**src/rtl/bist_pkg.sv**
```systemverilog
`default_nettype none
// ============================================================================
//  Module      : bist_pkg
//  Description : Shared types, tap constants and next-state functions for the
//                BIST controller (LFSR stimulus, MISR compaction).
//  Revision    : 1.0  initial release
// ============================================================================
package bist_pkg;

    typedef enum logic [1:0] {
        IDLE   = 2'd0,
        DRIVE  = 2'd1,
        FINISH = 2'd2
    } state_t;

    localparam int C_LFSR_W = 14;
    localparam int C_MISR_W = 16;

    // Feedback taps: LFSR bits 13,4,2,0 ; MISR bits 15,14,12,3
    localparam logic [C_LFSR_W-1:0] C_LFSR_TAPS     = 14'h2015;
    localparam logic [C_MISR_W-1:0] C_MISR_TAPS     = 16'hD008;
    // Substituted for an all-zero seed, which would lock the LFSR
    localparam logic [C_LFSR_W-1:0] C_LFSR_SEED_DEF = 14'h0001;

    // Fibonacci shift-left, maximal length 2^14-1
    function automatic logic [C_LFSR_W-1:0] lfsr_next(input logic [C_LFSR_W-1:0] l);
        return {l[C_LFSR_W-2:0], ^(l & C_LFSR_TAPS)};
    endfunction

    // Shift with feedback, then fold in the (zero-extended) response vector
    function automatic logic [C_MISR_W-1:0] misr_next(input logic [C_MISR_W-1:0] m,
                                                      input logic [C_MISR_W-1:0] po);
        return {m[C_MISR_W-2:0], ^(m & C_MISR_TAPS)} ^ po;
    endfunction

endpackage : bist_pkg
`default_nettype wire

```
**src/rtl/dut_bist_ctrl_if.sv**
```systemverilog
`default_nettype none
// ============================================================================
//  Module      : dut_bist_ctrl_if
//  Description : Host-side control/result bundle plus the netlist stimulus and
//                response vectors of the BIST controller.
//  Revision    : 1.0  initial release
// ============================================================================
interface dut_bist_ctrl_if #(
    parameter int PI_W       = 14,
    parameter int PO_W       = 8,
    parameter int SIG_W      = 16,
    parameter int N_PATTERNS = 256
);
    localparam int CNT_W = $clog2(N_PATTERNS + 1);

    logic             start;
    logic [PI_W-1:0]  seed_i;
    logic [SIG_W-1:0] golden_i;
    logic [PI_W-1:0]  pi_o;
    logic [PO_W-1:0]  po_i;
    logic             busy_o;
    logic             done_o;
    logic             pass_o;
    logic [SIG_W-1:0] signature_o;
    logic [CNT_W-1:0] pat_cnt_o;

    // Host / netlist side
    modport master (
        output start, seed_i, golden_i, po_i,
        input  pi_o, busy_o, done_o, pass_o, signature_o, pat_cnt_o
    );

    // BIST controller side
    modport slave (
        input  start, seed_i, golden_i, po_i,
        output pi_o, busy_o, done_o, pass_o, signature_o, pat_cnt_o
    );

endinterface : dut_bist_ctrl_if
`default_nettype wire

```
**src/rtl/bist_misr.sv**
```systemverilog
`default_nettype none
// ============================================================================
//  Module      : bist_misr
//  Description : Multiple-input signature register compacting netlist
//                responses; synchronous clear, capture on enable.
//  Revision    : 1.0  initial release
// ============================================================================
module bist_misr
    import bist_pkg::*;
#(
    parameter int SIG_W = 16,
    parameter int PO_W  = 8
) (
    input  wire logic             clk,
    input  wire logic             rst,
    input  wire logic             clr,
    input  wire logic             en,
    input  wire logic [PO_W-1:0]  po,
    output logic      [SIG_W-1:0] sig
);

    logic [SIG_W-1:0] r_sig;

    // Signature register: clear has priority over capture
    always_ff @(posedge clk or posedge rst) begin
        if (rst) begin
            r_sig <= '0;
        end else if (clr) begin
            r_sig <= '0;
        end else if (en) begin
            r_sig <= misr_next(r_sig, C_MISR_W'(po));
        end
    end

    assign sig = r_sig;

endmodule : bist_misr
`default_nettype wire

```
**src/rtl/dut_bist_ctrl.sv**
```systemverilog
`default_nettype none
// ============================================================================
//  Module      : dut_bist_ctrl
//  Description : BIST controller: drives a combinational netlist with LFSR
//                patterns, compacts its responses in a MISR and compares the
//                final signature against a golden value.
//  Revision    : 1.0  initial release
// ============================================================================
module dut_bist_ctrl
    import bist_pkg::*;
#(
    parameter int PI_W       = 14,   // LFSR taps are fixed for 14 bits
    parameter int PO_W       = 8,    // at most SIG_W
    parameter int N_PATTERNS = 256,  // at least 1
    parameter int SETTLE_CYC = 1,
    parameter int SIG_W      = 16    // MISR taps are fixed for 16 bits
) (
    input  wire logic        clk,
    input  wire logic        rst,
    dut_bist_ctrl_if.slave   bus
);

    localparam int CNT_W = $clog2(N_PATTERNS + 1);
    localparam int SET_W = (SETTLE_CYC > 0) ? $clog2(SETTLE_CYC + 1) : 1;

    state_t           r_state;
    state_t           w_state_nxt;
    logic [PI_W-1:0]  r_lfsr;
    logic [SET_W-1:0] r_settle;
    logic [CNT_W-1:0] r_pat_cnt;
    logic [SIG_W-1:0] r_golden;
    logic [SIG_W-1:0] r_signature;
    logic             r_pass;
    logic             r_done;
    logic             r_busy;
    logic [SIG_W-1:0] w_misr;
    logic             w_start_acc;
    logic             w_capture;
    logic             w_last;

    assign w_start_acc = (r_state == IDLE) && bus.start;
    assign w_capture   = (r_state == DRIVE) && (r_settle == SET_W'(SETTLE_CYC));
    assign w_last      = w_capture && (r_pat_cnt == CNT_W'(N_PATTERNS - 1));

    // State register
    always_ff @(posedge clk or posedge rst) begin
        if (rst) begin
            r_state <= IDLE;
        end else begin
            r_state <= w_state_nxt;
        end
    end

    // Next-state decode; start is only honoured from IDLE
    always_comb begin
        w_state_nxt = r_state;
        case (r_state)
            IDLE:    if (bus.start) w_state_nxt = DRIVE;
            DRIVE:   if (w_last)    w_state_nxt = FINISH;
            FINISH:                 w_state_nxt = IDLE;
            default:                w_state_nxt = IDLE;
        endcase
    end

    // Stimulus LFSR: seeded on start (zero seed replaced), stepped per capture
    always_ff @(posedge clk or posedge rst) begin
        if (rst) begin
            r_lfsr <= '0;
        end else if (w_start_acc) begin
            r_lfsr <= (bus.seed_i == '0) ? C_LFSR_SEED_DEF : bus.seed_i;
        end else if (w_capture) begin
            r_lfsr <= lfsr_next(r_lfsr);
        end
    end

    // Settle counter: holds each pattern for SETTLE_CYC+1 cycles
    always_ff @(posedge clk or posedge rst) begin
        if (rst) begin
            r_settle <= '0;
        end else if (w_start_acc || w_capture) begin
            r_settle <= '0;
        end else if (r_state == DRIVE) begin
            r_settle <= r_settle + SET_W'(1);
        end
    end

    // Pattern counter: stops at N_PATTERNS since captures end with the run
    always_ff @(posedge clk or posedge rst) begin
        if (rst) begin
            r_pat_cnt <= '0;
        end else if (w_start_acc) begin
            r_pat_cnt <= '0;
        end else if (w_capture) begin
            r_pat_cnt <= r_pat_cnt + CNT_W'(1);
        end
    end

    // Run status and results; done is a registered one-cycle pulse
    always_ff @(posedge clk or posedge rst) begin
        if (rst) begin
            r_golden    <= '0;
            r_signature <= '0;
            r_pass      <= 1'b0;
            r_done      <= 1'b0;
            r_busy      <= 1'b0;
        end else begin
            r_done <= (r_state == FINISH);
            if (w_start_acc) begin
                r_golden <= bus.golden_i;
                r_pass   <= 1'b0;
                r_busy   <= 1'b1;
            end else if (r_state == FINISH) begin
                r_signature <= w_misr;
                r_pass      <= (w_misr == r_golden);
                r_busy      <= 1'b0;
            end
        end
    end

    bist_misr #(
        .SIG_W (SIG_W),
        .PO_W  (PO_W)
    ) u_misr (
        .clk (clk),
        .rst (rst),
        .clr (w_start_acc),
        .en  (w_capture),
        .po  (bus.po_i),
        .sig (w_misr)
    );

    assign bus.pi_o        = r_lfsr;
    assign bus.busy_o      = r_busy;
    assign bus.done_o      = r_done;
    assign bus.pass_o      = r_pass;
    assign bus.signature_o = r_signature;
    assign bus.pat_cnt_o   = r_pat_cnt;

endmodule : dut_bist_ctrl
`default_nettype wire

```
**src/flat_wrapper.sv**
```systemverilog
// flat-port wrapper written by rule: the top's interface ports become plain ports
module dut_bist_ctrl_flat import bist_pkg::*;
#(
    parameter int PI_W       = 14,                                     
    parameter int PO_W       = 8,                    
    parameter int N_PATTERNS = 256,               
    parameter int SETTLE_CYC = 1,
    parameter int SIG_W      = 16                                      
)
  (clk, rst, bus_start, bus_seed_i, bus_golden_i, bus_po_i, bus_pi_o, bus_busy_o, bus_done_o, bus_pass_o, bus_signature_o, bus_pat_cnt_o);
  dut_bist_ctrl_if #(.PI_W(PI_W), .PO_W(PO_W), .SIG_W(SIG_W), .N_PATTERNS(N_PATTERNS)) bus_i ();
  input  wire logic clk;
  input  wire logic rst;
  input wire logic [$bits(bus_i.start)-1:0] bus_start;
  input wire logic [$bits(bus_i.seed_i)-1:0] bus_seed_i;
  input wire logic [$bits(bus_i.golden_i)-1:0] bus_golden_i;
  input wire logic [$bits(bus_i.po_i)-1:0] bus_po_i;
  output wire logic [$bits(bus_i.pi_o)-1:0] bus_pi_o;
  output wire logic [$bits(bus_i.busy_o)-1:0] bus_busy_o;
  output wire logic [$bits(bus_i.done_o)-1:0] bus_done_o;
  output wire logic [$bits(bus_i.pass_o)-1:0] bus_pass_o;
  output wire logic [$bits(bus_i.signature_o)-1:0] bus_signature_o;
  output wire logic [$bits(bus_i.pat_cnt_o)-1:0] bus_pat_cnt_o;
  assign bus_i.start = bus_start;
  assign bus_i.seed_i = bus_seed_i;
  assign bus_i.golden_i = bus_golden_i;
  assign bus_i.po_i = bus_po_i;
  assign bus_pi_o = bus_i.pi_o;
  assign bus_busy_o = bus_i.busy_o;
  assign bus_done_o = bus_i.done_o;
  assign bus_pass_o = bus_i.pass_o;
  assign bus_signature_o = bus_i.signature_o;
  assign bus_pat_cnt_o = bus_i.pat_cnt_o;
  dut_bist_ctrl #(.PI_W(PI_W), .PO_W(PO_W), .N_PATTERNS(N_PATTERNS), .SETTLE_CYC(SETTLE_CYC), .SIG_W(SIG_W)) u_core (.clk(clk), .rst(rst), .bus(bus_i));
endmodule
```
**config.mk**
```make
export PLATFORM = sky130hd
export DESIGN_NAME = dut_bist_ctrl_flat
export DESIGN_NICKNAME = d
export VERILOG_FILES = /design/src/rtl/bist_pkg.sv /design/src/rtl/dut_bist_ctrl_if.sv /design/src/rtl/bist_misr.sv /design/src/rtl/dut_bist_ctrl.sv /design/src/flat_wrapper.sv
export SDC_FILE = /design/constraint.sdc
export NUM_CORES = 1
export LEC_CHECK = 0
export BUFFER_PORTS_ARGS = -buffer_cell sky130_fd_sc_hd__buf_2
export CAP_MARGIN = 30
export CELL_PAD_IN_SITES_DETAIL_PLACEMENT = 0
export CELL_PAD_IN_SITES_GLOBAL_PLACEMENT = 1
export CORE_MARGIN = 4
export CORE_UTILIZATION = 45
export CTS_BUF_LIST = sky130_fd_sc_hd__clkbuf_16
export DETAILED_ROUTE_END_ITERATION = 8
export GPL_ROUTABILITY_DRIVEN = 0
export PLACE_DENSITY_LB_ADDON = 0.08
export SYNTH_ARGS = -nofsm -noshare
export SYNTH_HDL_FRONTEND = slang
export SYNTH_HIERARCHICAL = 1
export SYNTH_SLANG_ARGS = --single-unit
```
**constraint.sdc**
```tcl
create_clock -name clk -period 3.6 [get_ports clk]
set_clock_uncertainty 0.05 [all_clocks]
set_input_delay 0.72 -clock clk [delete_from_list [all_inputs] [get_ports clk]]
set_output_delay 0.72 -clock clk [all_outputs]
set_load 0.005 [all_outputs]
```
# Word level (Yosys, flattened, before mapping)
# Cells that the tools add are included.
dict set report totals {
  ff_bits 77
  latch_bits 0
  ram_bits 0
  mem_bits_ro 0
  wordCells 49
  memories 0
}
dict set report classes {
  addsub 2
  n_mul 0
  n_div 0
  order_cmp 0
  eq_ne 6
  n_shift 0
  n_mux 16
  n_bitwise 2
  reduce_logical 13
}
# op count
set op_table {}
lappend op_table {{$mux W14} 3}
lappend op_table {{$mux W16} 2}
lappend op_table {{$mux W9} 2}
lappend op_table {{$eq A16 B16 Y1} 1}
lappend op_table {{$reduce_xor A16 Y1} 1}
lappend op_table {{$xor A16 B8 Y16} 1}
lappend op_table {{$logic_not A14 Y1} 1}
lappend op_table {{$reduce_xor A14 Y1} 1}
lappend op_table {{$add A9 B1 Y9 const B} 1}
lappend op_table {{$eq A9 B8 Y1 const B} 1}
lappend op_table {{$mux W1} 6}
lappend op_table {{$reduce_bool A2 Y1} 3}
lappend op_table {{$mux W2} 2}
lappend op_table {{$pmux W2 S2} 1}
lappend op_table {{$reduce_and A2 Y1} 2}
lappend op_table {{$logic_and A1 B1 Y1} 3}
lappend op_table {{$eq A2 B1 Y1 const B} 1}
lappend op_table {{$eq A2 B2 Y1 const B} 1}
lappend op_table {{$logic_not A2 Y1} 1}
lappend op_table {{$ne A2 B1 Y1 const B} 1}
lappend op_table {{$ne A2 B2 Y1 const B} 1}
lappend op_table {{$add A1 B1 Y1 const B} 1}
lappend op_table {{$logic_or A1 B1 Y1} 1}
lappend op_table {{$not A1 Y1} 1}

# Longest topological paths before layout
dict set report logic_depth {
  depth_word 5
  depth_mapped 7
}

# Modules after synthesis
# Netlist, hierarchy kept.
# mod instances cells_each area_per_inst_um2 seq_area_each_um2
set by_module_without_submodules {}
lappend by_module_without_submodules {dut_bist_ctrl 1 222 2733.9 1526.5}
lappend by_module_without_submodules {bist_misr 1 66 757.0 400.4}

# Worst setup path after synthesis
# Ideal clock, no wire load.
dict set report synth_timing {
  path_kind {input port to flip-flop}
  startpoint {input bus_start}
  endpoint {register u_core.u_misr.r_sig[1], in the netlist u_core/u_misr/sig[1]}
  setup_ns 0.127
  arrival_ns 1.763
  required_time_ns 3.423
  slack_ns 1.660
  path_stages 6
  path_buffers 4
  path_cell_list {nor3b_2 buf_4 buf_4 clkbuf_1 buf_2 a211oi_1}
}
dict set report synth_via {
  elab_chain_cells 2
  word_cells_on_any_way 3
}
# item line_no
set synth_rtl {}
lappend synth_rtl {{start: declaration} flat_wrapper.sv:14} ;# input wire logic [$bits(bus_i.start)-1:0] bus_start;
lappend synth_rtl {{$logic_and A1 B1 Y1 (*)} dut_bist_ctrl.sv:41} ;# assign w_start_acc = (r_state == IDLE) && bus.start;
lappend synth_rtl {{via u_core.w_start_acc} dut_bist_ctrl.sv:37} ;# logic w_start_acc;
lappend synth_rtl {{$mux W16 or $reduce_bool A2 Y1 (tied branches)} n/a}
lappend synth_rtl {{end signal: assignment} bist_misr.sv:31} ;# r_sig <= misr_next(r_sig, C_MISR_W'(po));
lappend synth_rtl {{end: declaration} bist_misr.sv:22} ;# logic [SIG_W-1:0] r_sig;
# The timed path passes the listed nets; every way through them passes the cells marked *.
# A chain may end at the register's enable or synchronous reset.

# Worst setup path after layout
dict set report layout_timing {
  startpoint {register u_core.r_state[1]}
  endpoint {register u_core.r_pat_cnt[8], in the netlist u_core/bus.pat_cnt_o[8]}
}
dict set report layout_via {
  elab_chain_cells 3
  word_cells_on_any_way 6
}
# item line_no
set layout_rtl {}
lappend layout_rtl {{start: declaration} dut_bist_ctrl.sv:26} ;# state_t r_state;
lappend layout_rtl {{start signal: assignment} dut_bist_ctrl.sv:50} ;# r_state <= w_state_nxt;
lappend layout_rtl {{$eq A2 B1 Y1 or $logic_not A2 Y1 (tied branches)} {dut_bist_ctrl.sv:42, dut_bist_ctrl.sv:41}}
lappend layout_rtl {{$logic_and A1 B1 Y1, on equally long branches} {dut_bist_ctrl.sv:42, dut_bist_ctrl.sv:41}}
lappend layout_rtl {{$reduce_bool A2 Y1 (no source line) or $mux W9 (tied branches)} n/a}
lappend layout_rtl {{end signal: assignment} dut_bist_ctrl.sv:94} ;# r_pat_cnt <= r_pat_cnt + CNT_W'(1);
lappend layout_rtl {{end: declaration} dut_bist_ctrl.sv:30} ;# logic [CNT_W-1:0] r_pat_cnt;
# Several ways; a longest one is shown, not always the timed one.

==> run metrics <==
Setup Viol. Count Final 0; vias in the first global route 2,371; DRT antenna net count 0; maximum clock path buffer count 2; Port Buffer Count 82; Max VDD drop 0.000399 V; core area 0.00741 mm^2; outcome finished clean; Rows 31; I/O Pins 83; flop-to-flop setup slack 1.28 ns; Final Hold Viols 0; Starting Density 0.471; Crit. End Element flip-flop; FF-to-FF End u_core/bus.pat_cnt_o[8]$_DFFE_PP0P_; Post-synth top cells dfrtp_1 (77), nor2_1 (28), mux2_2 (25), nand2_1 (22), xor2_1 (20); Mapped Area 0.00349 mm^2; Slew Viols, Final 0; Crit path largest cell delay 0.69 ns; Cells after Synth 288; # H-tree levels 3; number of synthesized flops with an enable pin 0; RSZ-0062 raised after global routing false; die area 0.00923 mm^2; Power Density 847 mW/mm^2; net count after synthesis 331; Synth Flop Type dfrtp_1; Crit Path Max Fanout 37; Fmax 431 MHz; family with the most delay on the worst path simple AND/OR/NAND/NOR gates; placed cells 460; post-synth top area share 0.552; total global-route track usage 0.172; worst r2r path cells 5; global route total overflow 0; Die X 96.1 um; critical path required time 3.73 ns; Die Span Y 96.1 um; HP Class primary input to asynchronous set/reset pin; Static Leak 2.12 nW; first-pass GRT wire length 11,900 um; Initial DRC Count 90; initial antenna violation count 0; worst path buffer plus inverter count 1; fraction of registers with async set/reset 1.00; drt total wl 7370 um; post-CTS resize count 0; WP data arrival 2.45 ns; total power 3.62 mW; # clock sinks 77; Residual DRC 0; CTS buffer count 9; setup TNS 0 ns; TritonRoute pass-1 iters 4; Vias/cell 5.01; Crit Reg-Reg Startpoint u_core/r_state[1]$_DFFE_PP0P_; max_cap viols 0; nets@finish 416; largest net degree at the start of global routing 50; post-CTS setup repair buffer count 0; Synth area leaders dfrtp_1 (55%), mux2_2 (8.1%), mux2i_1 (5.2%); Yosys reg bits 77; crit path max-delay cell type inv_2; kind of critical path flip-flop to flip-flop; post-synthesis area per instance 12.1 um^2; Post-DP HPWL 5210 um; root buf cell clkbuf_16; count leader, synth dfrtp_1; quantity of hold-fixing buffers added after cts 0; share of cells above drive strength 1 0.346; fin crit share 0.644; fillcell total 681; post-layout min period 2.32 ns; CP Cell Sequence nand3b_2 -> inv_2 -> nor2_1 -> nand2_1 -> o21ai_0; Setup crit start kind flip-flop; worst slew pin tran 0.719 ns; Max-slew headroom 0.520; Area growth syn-to-layout 22.4%; Yosys warning count 6; Worst-path clk slew 0.06 ns; Antenna Cells 0; Worst-Skew Late Latency 0.32 ns; Seq/Total Area, Yosys 0.552; Finished Layout Cells 475; Wirelength per Cell 15.5 um; Synth cell types 36; area leader, netlist dfrtp_1; CTS tree built; vias after detailed routing 2,381
kinds of logic (layout without fill, tap and decap cells):
kind of cell	count (synthesis)	in the layout	synth area share
simple gates	75	75	0.102
fa+ha+maj	2	2	0.00717
mux	50	50	0.155
xor+xnor	34	34	0.0932
compound gates	30	30	0.0566
flops	77	77	0.552
buf+inv	20	108	0.0340
sequential cells by signal, summed over array words and instances, names as in the netlist:
register / count
u_core/u_misr/sig: 16
u_core/bus.signature_o: 16
u_core/bus.pi_o: 14
u_core/bus.pat_cnt_o: 9
u_core/bus.pass_o: 1
u_core/r_golden: 16
u_core/r_state: 2
u_core/bus.done_o: 1
u_core/bus.busy_o: 1
u_core/r_settle: 1
how the worst max path moves through the flow:
| stage | startpoint | end | slack, ns | cells past startpoint |
|---|---|---|---|---|
| final | u_core/r_state[1]$_DFFE_PP0P_ | u_core/bus.pat_cnt_o[8]$_DFFE_PP0P_ | 1.28 | 5 |
| after global routing | u_core/r_state[1]$_DFFE_PP0P_ | u_core/bus.pat_cnt_o[8]$_DFFE_PP0P_ | 1.11 | 5 |
| after CTS | u_core/r_state[1]$_DFFE_PP0P_ | u_core/bus.pat_cnt_o[8]$_DFFE_PP0P_ | 1.28 | 5 |
| after detailed placement | u_core/r_state[1]$_DFFE_PP0P_ | u_core/bus.pat_cnt_o[8]$_DFFE_PP0P_ | 1.30 | 5 |
| after global placement | u_core/r_state[1]$_DFFE_PP0P_ | u_core/bus.pat_cnt_o[1]$_DFFE_PP0P_ | 1.33 | 4 |
| after floorplan | rst | u_core/bus.busy_o$_DFFE_PP0P_ | 1.32 | 1 |
area by class of cell:
| cell class | count | area [um^2] | share of cell area |
|---|---|---|---|
| repair buffers | 88 | 475 | 0.111 |
| clock buffers | 9 | 225 | 0.0527 |
| clock inverters | 5 | 45.0 | 0.0105 |
| flip-flops and latches | 77 | 1930 | 0.451 |
| well taps | 99 | 124 | 0.0290 |
| multi-input cells | 191 | 1450 | 0.340 |
| inverters | 6 | 22.5 | 0.00527 |
routing by layer:
layer,share of wire,vias up,global-route usage
met3,0.047,7,0.0313
met4,0.0096,0,0.0711
met5,0,-,0
met2,0.45,57,0.247
met1,0.49,1151,0.253
li1,-,1166,-
placed cells by master, fill, tap and decap left out, types with 9 or more instances in the layout:
| cell | synthesis | routed |
|---|---|---|
| buf_2 | 5 | 82 |
| clkbuf_16 | 0 | 9 |
| dfrtp_1 | 77 | 77 |
| mux2_2 | 25 | 25 |
| mux2i_1 | 18 | 18 |
| nand2_1 | 22 | 22 |
| nor2_1 | 28 | 28 |
| o21ai_0 | 13 | 13 |
| xnor2_1 | 12 | 12 |
| xor2_1 | 20 | 20 |
power by group:
part           switching [mW]  total [mW]  internal (mW)
registers               0.346        1.55           1.20
clock network           0.317       0.836          0.519
logic                   0.588        1.23          0.643
per-stage QoR:
| stage | hold WS, ns | util | setup WS (ns) | area (um^2) |
|---|---|---|---|---|
| finish | 0.354 | 0.577 | 1.28 | 4270 |
| global route | 0.405 | 0.577 | 1.11 | 4270 |
| CTS | 0.434 | 0.574 | 1.28 | 4250 |
| detailed placement | 0.421 | 0.538 | 1.30 | 3980 |
| global placement | 0.415 | 0.536 | 1.33 | 3970 |
| floorplan | 0.422 | - | 1.32 | 3490 |
(Power assumes the default switching activity.)
